==> src/rtl/gx_link_monitor.sv <==
// gx_link_monitor: qualifies the GXB receive link after rx_digitalreset release
// and requests a transceiver re-reset on sync loss or excessive word errors.
// Ports:
//   clk, rst_n          clock, synchronous active-low reset
//   rx_digitalreset     receiver held in reset by the reset sequencer
//   rx_syncstatus[1:0]  per-byte word-aligner sync
//   rx_errdetect[1:0]   per-byte 8b/10b code error
//   rx_disperr[1:0]     per-byte disparity error
//   link_up             link qualified and usable
//   relink_req          REQ_LEN-cycle pulse requesting a re-reset
//   link_state[2:0]     FSM state for debug (IDLE=0 .. LINK_LOST=4)
//   err_total[15:0]     saturating bad-word count, live only with GX_LINK_ERRCNT_EN
//   err_clr             clears err_total, used only with GX_LINK_ERRCNT_EN
module gx_link_monitor #(
  parameter int SYNC_TIMEOUT = 50000,
  parameter int GOOD_CNT     = 64,
  parameter int ERR_MAX      = 15,
  parameter int DECAY        = 256,
  parameter int REQ_LEN      = 16
) (
  input  logic        clk,
  input  logic        rst_n,
  input  logic        rx_digitalreset,
  input  logic [1:0]  rx_syncstatus,
  input  logic [1:0]  rx_errdetect,
  input  logic [1:0]  rx_disperr,
  output logic        link_up,
  output logic        relink_req,
  output logic [2:0]  link_state,
  output logic [15:0] err_total,
  input  logic        err_clr
);
  localparam int GW = $clog2(GOOD_CNT + 1);
  localparam int DW = $clog2(DECAY + 1);
  localparam int RW = $clog2(REQ_LEN + 1);
  localparam logic [15:0]   TMO_LAST   = 16'(SYNC_TIMEOUT - 1);
  localparam logic [GW-1:0] GOOD_LAST  = GW'(GOOD_CNT - 1);
  localparam logic [7:0]    ERR_LAST   = 8'(ERR_MAX - 1);
  localparam logic [DW-1:0] DECAY_LAST = DW'(DECAY - 1);
  localparam logic [RW-1:0] REQ_LAST   = RW'(REQ_LEN - 1);
  typedef enum logic [2:0] {IDLE = 3'd0, WAIT_SYNC = 3'd1, CHECK = 3'd2, LINK_UP = 3'd3, LINK_LOST = 3'd4} state_t;
  state_t        state;
  logic [15:0]   tmo;
  logic [GW-1:0] good_run;
  logic [7:0]    bucket;
  logic [DW-1:0] decay;
  logic [RW-1:0] req_cnt;
  logic          synced;
  logic          good;
  assign synced     = rx_syncstatus == 2'b11;
  assign good       = synced && rx_errdetect == 2'b00 && rx_disperr == 2'b00;
  assign link_state = state;
  // Bucket never exceeds ERR_MAX because reaching it leaves LINK_UP, so it cannot wrap.
  always_ff @(posedge clk) begin
    if (!rst_n) begin
      state      <= IDLE;
      link_up    <= 1'b0;
      relink_req <= 1'b0;
      tmo        <= '0;
      good_run   <= '0;
      bucket     <= '0;
      decay      <= '0;
      req_cnt    <= '0;
    end else if (rx_digitalreset && state != LINK_LOST) begin
      state      <= IDLE;
      link_up    <= 1'b0;
      relink_req <= 1'b0;
    end else begin
      case (state)
        IDLE: begin
          state <= WAIT_SYNC;
          tmo   <= '0;
        end
        WAIT_SYNC: begin
          tmo <= tmo + 1'b1;
          if (synced) begin
            state    <= CHECK;
            good_run <= '0;
          end else if (tmo == TMO_LAST) begin
            state      <= LINK_LOST;
            relink_req <= 1'b1;
            req_cnt    <= '0;
          end
        end
        CHECK: begin
          if (good) begin
            good_run <= good_run + 1'b1;
            if (good_run == GOOD_LAST) begin
              state   <= LINK_UP;
              link_up <= 1'b1;
              bucket  <= '0;
              decay   <= '0;
            end
          end else if (!synced) begin
            state <= WAIT_SYNC;
            tmo   <= '0;
          end else begin
            good_run <= '0;
          end
        end
        LINK_UP: begin
          if (!synced) begin
            state      <= LINK_LOST;
            link_up    <= 1'b0;
            relink_req <= 1'b1;
            req_cnt    <= '0;
          end else if (!good) begin
            bucket <= bucket + 1'b1;
            decay  <= '0;
            if (bucket == ERR_LAST) begin
              state      <= LINK_LOST;
              link_up    <= 1'b0;
              relink_req <= 1'b1;
              req_cnt    <= '0;
            end
          end else if (decay == DECAY_LAST) begin
            decay  <= '0;
            bucket <= bucket == 8'd0 ? 8'd0 : bucket - 1'b1;
          end else begin
            decay <= decay + 1'b1;
          end
        end
        LINK_LOST: begin
          if (req_cnt == REQ_LAST) begin
            state      <= IDLE;
            relink_req <= 1'b0;
          end else begin
            req_cnt <= req_cnt + 1'b1;
          end
        end
        default: state <= IDLE;
      endcase
    end
  end
`ifdef GX_LINK_ERRCNT_EN
  always_ff @(posedge clk) begin
    if (!rst_n || err_clr)
      err_total <= '0;
    else if ((state == CHECK || state == LINK_UP) && !good && err_total != 16'hFFFF)
      err_total <= err_total + 1'b1;
  end
`else
  logic unused_err_clr;
  assign err_total      = '0;
  assign unused_err_clr = err_clr;
`endif
endmodule
==> config.mk <==
export PLATFORM = sky130hd
export DESIGN_NAME = gx_link_monitor
export DESIGN_NICKNAME = d
export VERILOG_FILES = /design/src/rtl/gx_link_monitor.sv
export SDC_FILE = /design/constraint.sdc
export NUM_CORES = 1
export LEC_CHECK = 0
export BUFFER_PORTS_ARGS = -buffer_cell sky130_fd_sc_hd__clkbuf_2
export CAP_MARGIN = 40
export CELL_PAD_IN_SITES_DETAIL_PLACEMENT = 1
export CELL_PAD_IN_SITES_GLOBAL_PLACEMENT = 1
export CORE_MARGIN = 2
export CORE_UTILIZATION = 35
export CTS_CLUSTER_SIZE = 8
export DETAILED_ROUTE_END_ITERATION = 8
export PLACE_DENSITY_LB_ADDON = 0.3
export SLEW_MARGIN = 20
export SYNTH_ARGS = -nofsm -noshare
export SYNTH_HDL_FRONTEND = slang
export SYNTH_SLANG_ARGS = --single-unit
==> constraint.sdc <==
create_clock -name clk -period 2.9 [get_ports clk]
set_input_delay 0.58 -clock clk [delete_from_list [all_inputs] [get_ports clk]]
set_output_delay 0.58 -clock clk [all_outputs]
set_load 0.05 [all_outputs]
# == Word-level counts from Yosys, hierarchy flattened ==
# Cells that the tools add are included.
# totals
rom_bits,0
memories,0
reg_bits,50
inputBits,10
mem_bits_rw,0
latch_bits,0
# classes
multipliers,0
eq_ne,26
n_lt_le_gt_ge,0
div_mod_pow,0
n_addsub,6
n_reduce_logical,20
bitwise,2
n_mux,49
shift,0
# op_table
cell,count
two-way mux 8 bit,6
case mux 16 bit (3 select lines),1
two-way mux 9 bit,5
two-way mux 16 bit,2
two-way mux 5 bit,6
two-way mux 3 bit,9
"!= test 3 bit, second input constant",7
"!= test 2 bit, second input constant",9
case mux 9 bit (2 select lines),1
AND reduction 6 bit,3
"adder 16 x 1 -> 16 bit, second input constant",1
"== test 16 bit, second input constant",1
case mux 8 bit (2 select lines),1
case mux 3 bit (5 select lines),1
case mux 5 bit (3 select lines),1
two-way mux 7 bit,2
case mux 7 bit (2 select lines),1
two-way mux 1 bit,11
AND reduction 5 bit,2
"adder 9 x 1 -> 9 bit, second input constant",1
"== test 9 x 8 -> 1 bit, second input constant",1
"adder 8 x 1 -> 8 bit, second input constant",1
"== test 8 x 4 -> 1 bit, second input constant",1
logical NOT 8 bit,1
other kinds (21),28

# == Depth between registers and ports, before layout ==
# Gate-level depths: netlist (run 1).
# depth
ltp_word,6
ltp_mapped,7
depth_no_buf,7

# == Worst setup path after synthesis (run 1) ==
# Ideal clock, no wire load.
# synth_path
kind,reg2reg
from,register state[1] (netlist: link_state[1])
to,register bucket[5]
setup_ps,73
path_buffers,1
path_slack_ps,570
arrival_ps,2257
stages_incl_launch_ff,7
required_ps,2827
period_less_slack_ps,2330
path_cell_list,dfxtp_1 buf_2 nand3b_1 a311o_1 a31oi_2 or4b_1 o211ai_2
# synth_between
elab_chain_cells,4
elab_cells_between_ends,12
classes_between,eq/ne: 7; mux: 1; bitwise: 1; reduce/logical: 3
# synth_rtl
element,line_no,text
start: declaration,42,state_t state;
start signal: assignment,56,state <= IDLE;
start signal: assignment,65,state <= IDLE;
start signal: assignment,71,state <= WAIT_SYNC;
branches (longest 4 deep; another with AND reduction 6 bit),--,
end signal: assignment,108,bucket <= bucket + 1'b1;
end signal: assignment,118,bucket <= bucket == 8'd0 ? 8'd0 : bucket - 1'b1;
end: declaration,45,logic [7:0] bucket;
# Parallel ways; which one is timed is not known.
# A chain may end at the register's enable or synchronous reset.

# == Worst setup path after layout (run 1) ==
# layout_path
from,register state[1] (netlist: link_state[1])
to,register bucket[4]
# The elaborated chain is that of the path after synthesis.

==> results of run 1 <==
per-layer routing:
metal,share of wire (%),up-vias,global-route usage [%],routed length [um]
met3,2.2,7,3.16,161
met5,0,-,0,0
met4,0.88,0,3.93,65
met2,48,27,28.7,3510
met1,49,1264,23.7,3640
li1,-,1274,-,-
registers in the layout, summed over array words and instances (netlist names):
register / cells
good_run: 7
relink_req: 1
link_up: 1
link_state: 3
bucket: 8
tmo: 16
decay: 9
req_cnt: 5
worst min-delay path by stage:
stage | depth (start not counted) | to | start
after floorplan | 1 | req_cnt[3]$_SDFFE_PN0P_ | req_cnt[3]$_SDFFE_PN0P_
after global placement | 1 | req_cnt[3]$_SDFFE_PN0P_ | req_cnt[3]$_SDFFE_PN0P_
after detailed placement | 2 | req_cnt[4]$_SDFFE_PN0P_ | req_cnt[4]$_SDFFE_PN0P_
after CTS | 2 | req_cnt[4]$_SDFFE_PN0P_ | req_cnt[4]$_SDFFE_PN0P_
after global routing | 1 | req_cnt[3]$_SDFFE_PN0P_ | req_cnt[3]$_SDFFE_PN0P_
final | 1 | good_run[6]$_SDFFE_PN0P_ | good_run[6]$_SDFFE_PN0P_
placed cells by master (no fill, tap or decap), types with 4 or more instances in the layout:
master    count
mux2i_1       4
o21ai_0      12
o211ai_1      6
nor3b_1       4
a311oi_1      6
clkbuf_2     13
dfxtp_1      50
nand4_1       8
nand3_1      13
nor3_1       10
conb_1       16
a21oi_1      16
nor2_1       39
xnor2_1      10
inv_1        11
xor2_1       10
ha_1          9
and3_1       11
buf_4        11
clkbuf_8      6
a31oi_1       6
nand2_1      21
or3_1         6
area by class of cell:
| cell class | count | area, um2 |
|---|---|---|
| clock buffers | 7 | 86.3 |
| clock inverters | 1 | 5.00 |
| fillers | 1004 | 4980 |
| inverters | 11 | 41.3 |
| multi-input cells | 271 | 1780 |
| flip-flops and latches | 50 | 1000 |
| well taps | 105 | 131 |
| repair buffers | 24 | 148 |
report_power, final:
part	internal (mW)	switching, mW	total, mW
clock network	0.193	0.242	0.435
registers	0.691	0.00461	0.696
logic	0.0365	0.120	0.157
cell families (layout without fill, tap and decap cells):
group	Yosys count	count (layout)	synth area share, %
xor+xnor	20	20	5.96
buf+inv	38	43	7.28
compound gates	75	75	18.9
fa+ha+maj	9	9	3.83
simple gates	147	147	28.5
other cells	1	16	0.128
mux	4	4	1.36
flops	50	50	34.1
through the flow:
| step | utilization (%) | worst slack [ps] | total power, mW | instance area (um2) | hold slack (ps) |
|---|---|---|---|---|---|
| detailed placement | 37.9 | 392 | 0.868 | 3100 | 460 |
| global placement | 37.9 | 422 | 0.865 | 3100 | 440 |
| floorplan | - | 570 | 0.847 | 3000 | 424 |
| finish | 39.1 | 487 | 1.29 | 3190 | 474 |
| global route | 39.1 | 354 | 1.35 | 3190 | 507 |
| CTS | 39.1 | 473 | 1.30 | 3190 | 474 |
worst register-to-register path, cell delays in order (launching register included):
cell and delay [ps]:
dfxtp_1 590, nand3b_1 350, a311o_1 430, a31oi_2 390
or4b_1 480, o211ai_1 100
==> run metrics, run 1 <==
fin crit period=2410 ps; RSZ-0062 raised after global routing=false; Critical Path Source=link_state[1]$_SDFFE_PP0P_; setup TNS=0 ps; slowest stage delay, CP=590 ps; Placeable Area=8180 um2; post-route ant nets=0; cells on worst reg2reg path=5; DIE HEIGHT=95.6 um; total CTS buffers=5; max-slew violations=0; Hold Path Class=flop to flop; number of DRC markers in iteration 0=86; Worst Skew=9.83 ps; critical path peak fanout=12; Synth top cells by count=dfxtp_1, nor2_1, nand2_1; top-count cell post-synth=dfxtp_1; Buf+Inv Stages, Crit Path=0; VDD IR max=0.000156 V; status=finished clean; CTS max path bufs=2; area leader, netlist=dfxtp_1; CTS tree=built; # diodes=0; Gate Count Post-Synth=344; Tcrit/Tclk final=83.2%; Final HPWL DP=5390 um; Rel. slew slack=59.8%; Root Driver=clkbuf_8; CTS sink cnt=50; final std cells w/o fill=469; gr usage total=17.4%; number of port buffers=13; r2r endpoint=bucket[4]$_SDFFE_PN0P_; critical setup path kind=flop to flop; crit path capture=bucket[4]$_SDFFE_PN0P_; cell row count=33; Post-CTS Setup Inserts=0; layout cell share with drive strength beyond 1=13.2%; Yosys reg bits=50; Main synth FF type=dfxtp_1; Post-CTS Hold Fix Bufs=0; Layout area overhead=8.64%; I/O Pins=31; Worst EP required=3140 ps; WP depth=5; Worst-Skew Late Latency=310 ps; YS warnings=0; H-tree Lvls=2; max cap viols=0; final wirelength=7380 um; setup violators final=0; Area contributors post-synth=dfxtp_1, nor2_1, buf_4, ha_1, xnor2_1; Routed WL per cell=15.7 um; Critical Path Start Type=flop; die area=9150 um2; DR DRC count=0; number of vias per cell=5.48; worst-margin pin slew=597 ps; EDFF count, synth=0; Syn Std Cell Area=2940 um2; die width=95.6 um; CP top delay family=compound AO/OA/AOI/OAI gates; library cells used by synthesis=64; total number of vias=2572; DR pass1 iterations=4; Total Nets Final=382; sequential area share after synthesis=34.1%; Reg clk slew, reported paths=100 ps; maximum clock rate=0.414 GHz; Critical Path, Cell by Cell=nand3b_1 -> a311o_1 -> a31oi_2 -> or4b_1 -> o211ai_1; initial antenna violation count=0; Initial Util=36.0%; routability cong.=0.867; crit path DAT=2650 ps; r2r setup slk=490 ps; first-pass GRT wire length=12600 um; Hold Vio Cnt, Final=0; Resized Gates After CTS=0; crit path capture type=flop; grt ovf=0; pwr dens=403 nW/um2; asr flop ratio synth=0%; vias in the first global route=2528; Avg Inst Size Synth=8.54 um2; r2r startpoint=link_state[1]$_SDFFE_PP0P_; slowest CP cell=dfxtp_1; largest net degree at the start of global routing=17; Placed Cells=461; Leak=1.13 nW; Yosys top cell area share=34.1%
(Power assumes the default switching activity.)
==> inputs of run 2 (changes only) <==
--- a/config.mk
+++ b/config.mk
@@ -5,6 +5,7 @@
 export SDC_FILE = /design/constraint.sdc
 export NUM_CORES = 1
 export LEC_CHECK = 0
+export ABC_AREA = 1
 export BUFFER_PORTS_ARGS = -buffer_cell sky130_fd_sc_hd__clkbuf_2
 export CAP_MARGIN = 40
 export CELL_PAD_IN_SITES_DETAIL_PLACEMENT = 1
==> constraint.sdc (replaced) <==
create_clock -name clk -period 2.3 [get_ports clk]
set_input_delay 0.46 -clock clk [delete_from_list [all_inputs] [get_ports clk]]
set_output_delay 0.46 -clock clk [all_outputs]
set_load 0.05 [all_outputs]
==> run metrics, run 2 <==
die width=103 um; DR DRC count=0; Layout area overhead=7.08%; most frequent cells in the layout=nand2_1, nor2_1, inv_1; critical setup path kind=flop to flop; cells on worst reg2reg path=9; Routed WL per cell=12.9 um; layout cell share with drive strength beyond 1=13.1%; number of DRC markers in iteration 0=64; vias in the first global route=3173; grt ovf=0; critical path peak fanout=6; # diodes=0; die area=10700 um2; I/O Pins=31; largest net degree at the start of global routing=19; Post-CTS Setup Inserts=0; Fillers=1281; CTS sink cnt=50; number of port buffers=13; post-route ant nets=0; total CTS buffers=5; Top reg by flops=tmo; most common cell after layout, fill and taps aside=nand2_1; r2r setup slk=360 ps; Hold Path Class=flop to flop; total power=1.74 mW; Initial Util=35.6%; r2r startpoint=decay[0]$_SDFFE_PN0P_; area occupied by multi-input gates=2070 um2; Critical Path Start Type=flop; H-tree Lvls=2; routability cong.=0.842; Worst EP required=2550 ps; hold path endpoint=decay[8]$_SDFFE_PN0P_; Worst-Skew Late Latency=310 ps; final wirelength=8660 um; Post-CTS Hold Fix Bufs=0; Total Nets Final=558; Leak=1.57 nW; status=finished clean; DR pass1 iterations=6; met3 Resource Use GR=2.89%; sequential area share after synthesis=29.0%; Placed Cells=665; HP Start=decay[8]$_SDFFE_PN0P_; Worst Skew=7.50 ps; DIE HEIGHT=103 um; Tcrit/Tclk final=84.3%; Reg clk slew, reported paths=100 ps; YS warnings=0; VDD IR max=0.000235 V; Area contributors post-synth=dfxtp_1, nand2_1, nor2_1, inv_1, nand3_1; Yosys reg bits=50; crit path capture type=flop; first-pass GRT wire length=14600 um; pwr dens=472 nW/um2; hold depth=2; EDFF count, synth=0; max cap viols=0; worst hold slack=463 ps; setup TNS=0 ps; CTS max path bufs=2; max-slew violations=0; Main synth FF type=dfxtp_1; Root Driver=clkbuf_8; Syn Std Cell Area=3450 um2; CTS tree=built; top-count cell post-synth=nand2_1; setup violators final=0; RSZ-0062 raised after global routing=false; asr flop ratio synth=0%; Synth top cells by count=nand2_1, nor2_1, inv_1; area leader, netlist=dfxtp_1; number of vias per cell=4.87; library cells used by synthesis=40; Avg Inst Size Synth=6.59 um2; fin crit period=1940 ps; Hold Vio Cnt, Final=0; cell row count=36; Reg area=1000 um2; final std cells w/o fill=673; Placeable Area=9680 um2; Gate Count Post-Synth=523; maximum clock rate=0.516 GHz; total number of vias=3275; met1 Use GR=21.9%; Resized Gates After CTS=0; Final HPWL DP=6800 um; initial antenna violation count=0; top flop regs=tmo x16, decay x9, bucket x8; r2r endpoint=bucket[7]$_SDFFE_PN0P_; crit path DAT=2190 ps; max reg flops=16; global routing usage on met2=29.8%; gr busiest metal=met2; gr usage total=17.1%; Yosys top cell area share=29.0%
-- run 2: per-layer routing --
| metal | vias to the layer above | share of wire (%) |
|---|---|---|
| met1 | 1547 | 48 |
| met3 | 8 | 2.8 |
| met5 | - | 0 |
| met2 | 31 | 48 |
| li1 | 1689 | - |
| met4 | 0 | 1.1 |
-- run 2: logic make-up (layout without fill, tap and decap cells) --
group / after synthesis / in the layout / share of synthesized area (%)
simple gates: 289 / 289 / 41.2
xor+xnor: 8 / 8 / 2.03
flops: 50 / 50 / 29.0
buf+inv: 91 / 93 / 12.4
other cells: 1 / 16 / 0.109
compound gates: 75 / 75 / 11.9
fa+ha+maj: 9 / 9 / 3.27
-- run 2: layout make-up --
| class | count | share of cell area, % |
|---|---|---|
| multi-input cells | 397 | 56.2 |
| clock inverters | 1 | 0.136 |
| flip-flops and latches | 50 | 27.1 |
| inverters | 69 | 7.35 |
| repair buffers | 16 | 2.37 |
| well taps | 133 | 4.51 |
| clock buffers | 7 | 2.34 |
-- run 2: worst max path at each step --
stage / endpoint / depth (start not counted) / start
global placement: req_cnt[1]$_SDFFE_PN0P_ / 11 / rx_errdetect[1]
global route: bucket[7]$_SDFFE_PN0P_ / 9 / decay[0]$_SDFFE_PN0P_
CTS: bucket[5]$_SDFFE_PN0P_ / 9 / decay[0]$_SDFFE_PN0P_
finish: bucket[7]$_SDFFE_PN0P_ / 9 / decay[0]$_SDFFE_PN0P_
floorplan: bucket[3]$_SDFFE_PN0P_ / 9 / link_state[2]$_SDFFE_PP0P_
detailed placement: req_cnt[4]$_SDFFE_PN0P_ / 11 / rx_disperr[1]
-- run 2: where the power goes --
| group | switching (mW) | internal (mW) | total (mW) |
|---|---|---|---|
| Clock | 0.310 | 0.244 | 0.554 |
| Combinational | 0.222 | 0.0673 | 0.290 |
| Sequential | 0.0185 | 0.879 | 0.898 |
| Total | 0.551 | 1.19 | 1.74 |
-- run 2: per-stage QoR --
step                instance area, um2  util, %  worst slack, ps
floorplan                         3500        -              480
global placement                  3600     37.2              376
detailed placement                3600     37.2              359
CTS                               3690     38.1              347
global route                      3690     38.1              190
finish                            3690     38.1              360
-- run 2: critical path, stage by stage, from the launching register on --
cell and delay (ps):
dfxtp_1 420, ha_1 190, nand2_1 90, nor2_1 220
nand3b_1 200, nand3_1 230, inv_1 110, nor2_4 220
nand2_2 90, o21ai_2 120
==> inputs of run 3 (changes only) <==
==> constraint.sdc (replaced) <==
create_clock -name clk -period 1.8 [get_ports clk]
set_input_delay 0.36 -clock clk [delete_from_list [all_inputs] [get_ports clk]]
set_output_delay 0.36 -clock clk [all_outputs]
set_load 0.05 [all_outputs]
==> run metrics, run 3 (synthesis results as in run 2) <==
status=finished clean; H-tree Lvls=2; Layout area overhead=12.8%; first-pass GRT wire length=15500 um; Critical Path Source=good_run[0]$_SDFFE_PN0P_; Placeable Area=9680 um2; most common cell after layout, fill and taps aside=nand2_1; setup TNS=0 ps; maximum clock rate=0.603 GHz; Root Driver=clkbuf_8; critical setup path kind=flop to flop; fin util=40.2%; worst hold slack=442 ps; r2r startpoint=good_run[0]$_SDFFE_PN0P_; Initial Util=35.6%; layout cell share with drive strength beyond 1=18.3%; I/O Pins=31; r2r endpoint=decay[4]$_SDFFE_PN0P_; cell mode on critical path=nand3_2; fin crit period=1660 ps; largest net degree at the start of global routing=16; Hold Path Class=input pin to flop; grt ovf=0; top flop regs=tmo x16, decay x9, bucket x8; Post-CTS Hold Fix Bufs=0; crit path capture type=flop; total number of vias=3345; r2r setup slk=140 ps; die width=103 um; DR pass1 iterations=4; area occupied by multi-input gates=2130 um2; slowest stage delay, CP=350 ps; Worst Skew=18.3 ps; CTS tree=built; Total Nets Final=577; slowest CP cell=dfxtp_1; RSZ-0062 raised after global routing=true; Fillers=1298; VDD IR max=0.000268 V; Leak=1.65 nW; pwr dens=563 nW/um2; cells on worst reg2reg path=8; hold depth=4; initial antenna violation count=0; Critical Path Start Type=flop; Critical Path, Cell by Cell=ha_2 -> nand3_2 -> o21ai_2 -> nand3_2 -> nor2_8 -> buf_4 -> nand2_1 -> a21oi_1; cell row count=36; DIE HEIGHT=103 um; hold path endpoint=good_run[0]$_SDFFE_PN0P_; Worst EP required=2030 ps; die area=10700 um2; post-route ant nets=0; max cap viols=0; Final HPWL DP=7140 um; gr usage total=18.2%; Top reg by flops=tmo; number of DRC markers in iteration 0=67; setup violators final=0; Reg area=1010 um2; max-slew violations=0; Reg clk slew, reported paths=100 ps; final std cells w/o fill=691; CTS sink cnt=50; Hold Vio Cnt, Final=0; setup ws final=141 ps; number of port buffers=13; Tcrit/Tclk final=92.2%; Worst-Skew Late Latency=310 ps; Routed WL per cell=13.4 um; vias in the first global route=3410; DR DRC count=0; most frequent cells in the layout=nand2_1, nor2_1, inv_1; number of vias per cell=4.84; crit path DAT=1890 ps; routability cong.=0.863; final wirelength=9250 um; total CTS buffers=5; HP Start=rx_syncstatus[1]; max reg flops=16; CTS max path bufs=2; Placed Cells=679; critical path peak fanout=6; # diodes=0; Place WS=55.3 ps
run 3: changes by cell type in the layout (fill, tap and decap cells not counted), sizes merged:
| cell | before | now |
|---|---|---|
| clkinv | 1 | 0 |
| nor2 | 77 | 78 |
| buf | 3 | 21 |
run 3: worst max-delay path, delay by kind of cell (launching register included):
kind	cells	cell delay [ps]
simple gates	4	520
flops	1	350
compound gates	2	330
fa+ha+maj	1	210
buf+inv	1	170
run 3: layout make-up:
| cell class | instances | share of cell area [%] |
|---|---|---|
| timing repair buffer | 34 | 6.05 |
| sequential | 50 | 26.0 |
| multi-input combinational | 398 | 54.8 |
| clock buffer | 7 | 1.96 |
| inverter | 69 | 6.98 |
| tap | 133 | 4.28 |
run 3: metrics by stage:
| stage | power [mW] | instance area (um2) |
|---|---|---|
| 3_3_place_gp | 1.56 | 3720 |
| 5_1_grt | 2.30 | 3890 |
| 4_1_cts | 2.21 | 3800 |
| 2_1_floorplan | 1.50 | 3510 |
| 3_5_place_dp | 1.57 | 3720 |
| 6_report | 2.19 | 3890 |
run 3: how the worst max path moves through the flow:
stage,to,cells after the start
floorplan,link_state[1]$_SDFFE_PP0P_,8
global placement,bucket[3]$_SDFFE_PN0P_,10
detailed placement,bucket[3]$_SDFFE_PN0P_,10
CTS,decay[5]$_SDFFE_PN0P_,8
global route,bucket[6]$_SDFFE_PN0P_,10
finish,decay[4]$_SDFFE_PN0P_,8
run 3: routing by layer:
metal / share of wire [%] / vias to the layer above / wire length [um] / track usage [%]
li1: - / 1726 / - / -
met1: 46 / 1572 / 4280 / 22.0
met2: 49 / 38 / 4560 / 32.9
met3: 3.5 / 9 / 319 / 3.56
met4: 0.89 / 0 / 82 / 5.26
met5: 0 / - / 0 / 0
run 3: where the power goes:
group / leakage, nW / internal, mW / switching, mW
combinational: 1.21 / 0.109 / 0.298
clock: 0.0383 / 0.269 / 0.362
sequential: 0.406 / 1.12 / 0.0263
total: 1.65 / 1.50 / 0.687
run 3: repair_timing:
action	in CTS	in global routing
setup buffers	0	4
gates resized for setup	0	17
endpoints found under the setup margin	0	24
